===== src/rtl/uart_pkg.sv =====
// Shared UART definitions: FSM encoding, data width and baud-divider computation.
// Used by the transmitter and by the receiver that will share this package.
package uart_pkg;

  localparam int unsigned DATA_W  = 8;
  localparam int unsigned STATE_W = 3;

  localparam logic [STATE_W-1:0] ST_IDLE   = 3'd0;
  localparam logic [STATE_W-1:0] ST_START  = 3'd1;
  localparam logic [STATE_W-1:0] ST_DATA   = 3'd2;
  localparam logic [STATE_W-1:0] ST_PARITY = 3'd3;
  localparam logic [STATE_W-1:0] ST_STOP   = 3'd4;

  // Integer-truncated clock cycles per line bit.
  function automatic int unsigned calc_clks_per_bit(input int unsigned clk_freq,
                                                    input int unsigned baud);
    return clk_freq / baud;
  endfunction

endpackage


===== src/rtl/uart_baud_cnt.sv =====
// Per-bit cycle counter: o_bit_done flags the last cycle of a bit period.
// Wraps to zero on bit_done so consecutive bits in one state stay aligned.
module uart_baud_cnt #(
  parameter int unsigned CLKS_PER_BIT = 434
) (
  input  logic clk,
  input  logic rst,
  input  logic i_clear,
  input  logic i_enable,
  output logic o_bit_done
);

  localparam int unsigned CNT_W = (CLKS_PER_BIT > 1) ? $clog2(CLKS_PER_BIT) : 1;
  localparam logic [CNT_W-1:0] LAST = CNT_W'(CLKS_PER_BIT - 1);

  logic [CNT_W-1:0] r_cnt;

  assign o_bit_done = i_enable && (r_cnt == LAST);

  always_ff @(posedge clk or posedge rst) begin
    if (rst) begin
      r_cnt <= '0;
    end else if (i_clear || o_bit_done) begin
      r_cnt <= '0;
    end else if (i_enable) begin
      r_cnt <= r_cnt + CNT_W'(1);
    end
  end

endmodule


===== src/rtl/uart_tx.sv =====
// UART transmitter with a one-byte holding register so frames stream back to back.
// Frame: start, 8 data bits LSB first, optional even parity, 1 or 2 stop bits.
module uart_tx
  import uart_pkg::*;
#(
  parameter int unsigned CLK_FREQ  = 50000000,
  parameter int unsigned BAUD      = 115200,
  parameter int unsigned PARITY_EN = 0,
  parameter int unsigned STOP_BITS = 1
) (
  input  logic              clk,
  input  logic              rst,
  input  logic [DATA_W-1:0] tx_data,
  input  logic              tx_valid,
  output logic              tx_ready,
  output logic              tx,
  output logic              tx_busy
);

  localparam int unsigned CLKS_PER_BIT = calc_clks_per_bit(CLK_FREQ, BAUD);

  logic [STATE_W-1:0] r_state, w_state_d;
  logic [DATA_W-1:0]  r_hold, r_shift, w_shift_d;
  logic [2:0]         r_bit_idx, w_bit_idx_d;
  logic               r_hold_full, r_parity, r_tx, w_tx_d;
  logic               w_accept, w_load, w_bit_done, w_clear, w_enable;

  assign tx_ready = !r_hold_full;
  assign w_accept = tx_valid && !r_hold_full;
  assign tx       = r_tx;
  assign tx_busy  = (r_state != ST_IDLE);
  assign w_enable = (r_state != ST_IDLE);
  assign w_clear  = (r_state == ST_IDLE) || (w_state_d != r_state);

  uart_baud_cnt #(
    .CLKS_PER_BIT(CLKS_PER_BIT)
  ) u_baud_cnt (
    .clk       (clk),
    .rst       (rst),
    .i_clear   (w_clear),
    .i_enable  (w_enable),
    .o_bit_done(w_bit_done)
  );

  always_comb begin
    w_state_d   = r_state;
    w_shift_d   = r_shift;
    w_bit_idx_d = r_bit_idx;
    w_load      = 1'b0;
    case (r_state)
      ST_IDLE: begin
        if (r_hold_full) begin
          w_load    = 1'b1;
          w_state_d = ST_START;
        end
      end
      ST_START: begin
        if (w_bit_done) begin
          w_state_d   = ST_DATA;
          w_bit_idx_d = '0;
        end
      end
      ST_DATA: begin
        if (w_bit_done) begin
          if (r_bit_idx == 3'(DATA_W - 1)) begin
            w_bit_idx_d = '0;
            w_state_d   = (PARITY_EN != 0) ? ST_PARITY : ST_STOP;
          end else begin
            w_bit_idx_d = r_bit_idx + 3'd1;
            w_shift_d   = r_shift >> 1;
          end
        end
      end
      ST_PARITY: begin
        if (w_bit_done) begin
          w_state_d = ST_STOP;
        end
      end
      ST_STOP: begin
        if (w_bit_done) begin
          // r_bit_idx counts stop bits here; chain straight into the next frame if one waits.
          if (r_bit_idx == 3'(STOP_BITS - 1)) begin
            w_bit_idx_d = '0;
            if (r_hold_full) begin
              w_load    = 1'b1;
              w_state_d = ST_START;
            end else begin
              w_state_d = ST_IDLE;
            end
          end else begin
            w_bit_idx_d = r_bit_idx + 3'd1;
          end
        end
      end
      default: begin
        w_state_d   = ST_IDLE;
        w_bit_idx_d = '0;
      end
    endcase
    if (w_load) begin
      w_shift_d = r_hold;
    end
    case (w_state_d)
      ST_START:  w_tx_d = 1'b0;
      ST_DATA:   w_tx_d = w_shift_d[0];
      ST_PARITY: w_tx_d = r_parity;
      default:   w_tx_d = 1'b1;
    endcase
  end

  always_ff @(posedge clk or posedge rst) begin
    if (rst) begin
      r_state     <= ST_IDLE;
      r_shift     <= '0;
      r_bit_idx   <= '0;
      r_tx        <= 1'b1;
      r_parity    <= 1'b0;
      r_hold      <= '0;
      r_hold_full <= 1'b0;
    end else begin
      r_state   <= w_state_d;
      r_shift   <= w_shift_d;
      r_bit_idx <= w_bit_idx_d;
      r_tx      <= w_tx_d;
      if (w_load) begin
        r_parity <= ^r_hold;
      end
      if (w_accept) begin
        r_hold      <= tx_data;
        r_hold_full <= 1'b1;
      end else if (w_load) begin
        r_hold_full <= 1'b0;
      end
    end
  end

endmodule


===== config.mk =====
export PLATFORM = sky130hd
export DESIGN_NAME = uart_tx
export DESIGN_NICKNAME = d
export VERILOG_FILES = /design/src/rtl/uart_pkg.sv /design/src/rtl/uart_baud_cnt.sv /design/src/rtl/uart_tx.sv
export SDC_FILE = /design/constraint.sdc
export NUM_CORES = 1
export LEC_CHECK = 0
export BUFFER_PORTS_ARGS = -buffer_cell sky130_fd_sc_hd__buf_2
export CAP_MARGIN = 15
export CELL_PAD_IN_SITES_DETAIL_PLACEMENT = 0
export CELL_PAD_IN_SITES_GLOBAL_PLACEMENT = 1
export CORE_UTILIZATION = 30
export DETAILED_ROUTE_END_ITERATION = 10
export PLACE_DENSITY_LB_ADDON = 0.1
export SYNTH_ARGS = -nofsm -noshare
export SYNTH_HDL_FRONTEND = slang
export SYNTH_SLANG_ARGS = --single-unit

===== constraint.sdc =====
create_clock -name clk -period 2.8 [get_ports clk]
set_input_delay 0.56 -clock clk [delete_from_list [all_inputs] [get_ports clk]]
set_output_delay 0.56 -clock clk [all_outputs]
set_load 0.01 [all_outputs]

==> results.json <==
{
  "tightest_slew_ps": 753.1,
  "ctsHoldBuffers": 0,
  "start_util_pct": 31.73,
  "clk_pin_slew_worst_paths_ps": 70,
  "synth_adder_area_share_pct": 3.516,
  "synthCells": 161,
  "fin_crit_ps": 2309,
  "crit_path_max_fanout": 4,
  "syn-num-nets": 177,
  "relSlewSlack_pct": 49.69,
  "crit_buf_inv": 0,
  "finish.net_count": 198,
  "synth-simple-area-share_pct": 18.50,
  "outcome": "finished clean",
  "arrival_ps": 2510,
  "synth_cell_type_count": 46,
  "rows": 27,
  "port-buffer-count": 13,
  "bufs_on_longest_clock_path": 2,
  "via_count": 1242,
  "max_freq_mhz": 433.1,
  "hold_viol": 0,
  "cts_root_buffer": "sky130_fd_sc_hd__clkbuf_8",
  "power.total_uw": 1710,
  "proportion_of_synthesized_area_in_mux_cells_pct": 8.439,
  "hpwlAfterDp_um": 2599,
  "h-tree-depth": 2,
  "synthesis.area_per_instance_um2": 11.05,
  "drt-pass1-iter-count": 4,
  "dp_cells": 247,
  "final-max-slew-violation-count": 0,
  "area_growth_syn_to_layout_pct": 14.63,
  "cpMostUsedCell": "sky130_fd_sc_hd__ha_1",
  "critical-path-slowest-cell": "sky130_fd_sc_hd__or4b_1",
  "detail_route.vias_per_cell": 4.871,
  "synth_top_cells_by_count": "sky130_fd_sc_hd__dfrtp_1 (33), sky130_fd_sc_hd__nor2_1 (18), sky130_fd_sc_hd__mux2_2 (11), sky130_fd_sc_hd__xnor2_1 (11)",
  "cts_made_buffers": 5,
  "die_height_um": 79.01,
  "synth_compound_gate_area_share_pct": 12.03,
  "postSynthRegisterBits": 34,
  "tritoncts": "yes",
  "worst_clock_skew_ps": 4.894,
  "critical_path.endpoint_type": "flop",
  "path_cells": "ha_1 -> ha_1 -> or4b_1 -> nor3_4 -> mux2_2 -> o311a_1",
  "die_x_um": 79.01,
  "insertedDiodeCount": 0,
  "ant_nets": 0,
  "synth_top_cell_by_area": "sky130_fd_sc_hd__dfrtp_1",
  "core_area_mm2": 0.005608,
  "netlist_top_cells_area": "sky130_fd_sc_hd__dfrtp_1 (46%), sky130_fd_sc_hd__mux2_2 (7.0%), sky130_fd_sc_hd__xnor2_1 (5.4%)",
  "period_share_pct": 82.47,
  "numClockSinks": 34,
  "netlist_area_mm2": 0.001779,
  "synth_sequential_area_ratio_pct": 47.89,
  "p_per_area_mw_per_mm2": 838.6,
  "filler_cell_count": 588,
  "synth_top_family_by_area": "simple AND/OR/NAND/NOR gates",
  "post-route-drc-count": 0,
  "setup_total_negative_slack_ps": 0,
  "pin_count_of_the_biggest_net_entering_global_routing": 35,
  "post_cts_resized": 0,
  "post-synth-top-count-cell": "sky130_fd_sc_hd__dfrtp_1",
  "worst_path_largest_cell_delay_ps": 550,
  "cellLeakagePower_uw": 0.0008870,
  "floorplan.die_area_mm2": 0.006243,
  "layout-drive-gt1-share_pct": 24.59,
  "synth_enable_flop_cells": 0,
  "worst_setup_path_start_kind": "flop",
  "synth.top_cell.area_share_pct": 46.41,
  "first_global_vias": 1255,
  "grt_overflow": 0,
  "antenna_found_initial": 0,
  "ir_worst_vdd_mv": 0.3110,
  "ys_dominant_reg_cell": "sky130_fd_sc_hd__dfrtp_1",
  "ioPinCount": 14,
  "layout.cells.non_filler": 255,
  "cap_violations": 0,
  "hp-class": "in -> async",
  "worstSetupPathType": "reg -> reg",
  "critPathTopFamily": "simple AND/OR/NAND/NOR gates",
  "grt_pass1_wl_um": 6230,
  "first_iter_violations": 75,
  "rsz_0062_raised_after_global_routing": "false",
  "crit_required_ps": 3000,
  "clock_insertion_delay_worst_skew_ps": 270,
  "synth_warnings": 0,
  "avgRoutedWirePerCell_um": 14.24,
  "cts_post_setup_buffers_inserted": 0,
  "grt_util_all_layers_pct": 13.00,
  "fin_worst_hold_slack_ps": 371.2,
  "timing.final.setup_violations": 0,
  "finalWeightedCongestion": 0.8292,
  "synth_async_reset_ratio_pct": 100.0,
  "post_synthesis_xor_xnor_area_fraction_pct": 6.892,
  "drt-total-wl_um": 3630
}
worst min-delay path, delay by kind of cell:
family / cells / cell delay, ps
buf+inv: 3 / 520
final cells by class:
class                      instances  area, um^2  share of cell area [%]
timing repair buffer              18       102.6                   5.031
clock buffer                       8       90.09                   4.417
multi-input combinational        116       878.3                   43.07
sequential                        34       852.1                   41.78
inverter                           7       26.28                   1.288
tap                               72       90.09                   4.417
layer usage:
| metal | part of all wire (%) | global-route usage, % |
|---|---|---|
| met1 | 48 | 16.02 |
| met3 | 2.4 | 3.448 |
| met2 | 49 | 21.90 |
| met4 | 0.69 | 4.364 |
| met5 | 0 | 0 |
logic make-up after synthesis:
group,count (synthesis)
fa+ha+maj,5
simple gates,58
flops,34
xor+xnor,14
compound gates,26
mux,13
buf+inv,11
path summary, 6_finish.rpt:
path | startpoint | to | slack, ps | cells after the start
setup / recovery | r_bit_idx[0]$_DFFE_PP0P_ | tx$_DFF_PP1_ | 490 | 6
hold / removal | rst | u_baud_cnt.r_cnt[0]$_DFFE_PP0P_ | 370 | 3
setup reg to reg | r_bit_idx[0]$_DFFE_PP0P_ | tx$_DFF_PP1_ | 490 | 6
hold reg to reg | u_baud_cnt.r_cnt[0]$_DFFE_PP0P_ | u_baud_cnt.r_cnt[0]$_DFFE_PP0P_ | 500 | 1
max in group asynchronous | rst | tx$_DFF_PP1_ | 2080 | 3
min in group clk | u_baud_cnt.r_cnt[0]$_DFFE_PP0P_ | u_baud_cnt.r_cnt[0]$_DFFE_PP0P_ | 500 | 1
placed cells by master (no fill, tap or decap), drive strengths merged:
cell type and n:
a21oi 4, a221o 6, a22oi 2, a311oi 1, a31oi 2, and2 5
and3 4, and4 1, buf 18, clkbuf 8, dfrtp 33, dfstp 1
ha 5, inv 7, mux2 13, nand2 7, nand2b 2, nand3 6
nand3b 1, nand4 2, nand4b 1, nor2 18, nor2b 2, nor3 3
nor4b 1, o211ai 1, o21a 1, o21ai 4, o221ai 1, o311a 1
o31ai 2, o41ai 1, or2 1, or2b 1, or3 1, or4b 2
xnor2 11, xor2 3
flip-flops by register name (all words and copies together), names as in the netlist:
register	count
r_hold	8
r_bit_idx	3
r_shift	8
r_parity	1
r_hold_full	1
tx	1
r_state	3
u_baud_cnt.r_cnt	9
power by group:
| group | internal (uW) | switching [uW] |
|---|---|---|
| Combinational | 304 | 229 |
| Sequential | 662 | 146 |
| Clock | 201 | 169 |
| Total | 1170 | 544 |
per-stage QoR:
| step | utilization [%] | setup WS (ps) | cell area, um^2 |
|---|---|---|---|
| 6_report | 36.37 | 490.9 | 2039 |
| 5_1_grt | 36.37 | 392.3 | 2039 |
| 4_1_cts | 36.37 | 486.7 | 2039 |
| 3_5_place_dp | 34.76 | 503.2 | 1949 |
| 3_3_place_gp | 34.76 | 539.0 | 1949 |
| 2_1_floorplan | - | 495.4 | 1779 |
Power figures use the tool's default switching activity.
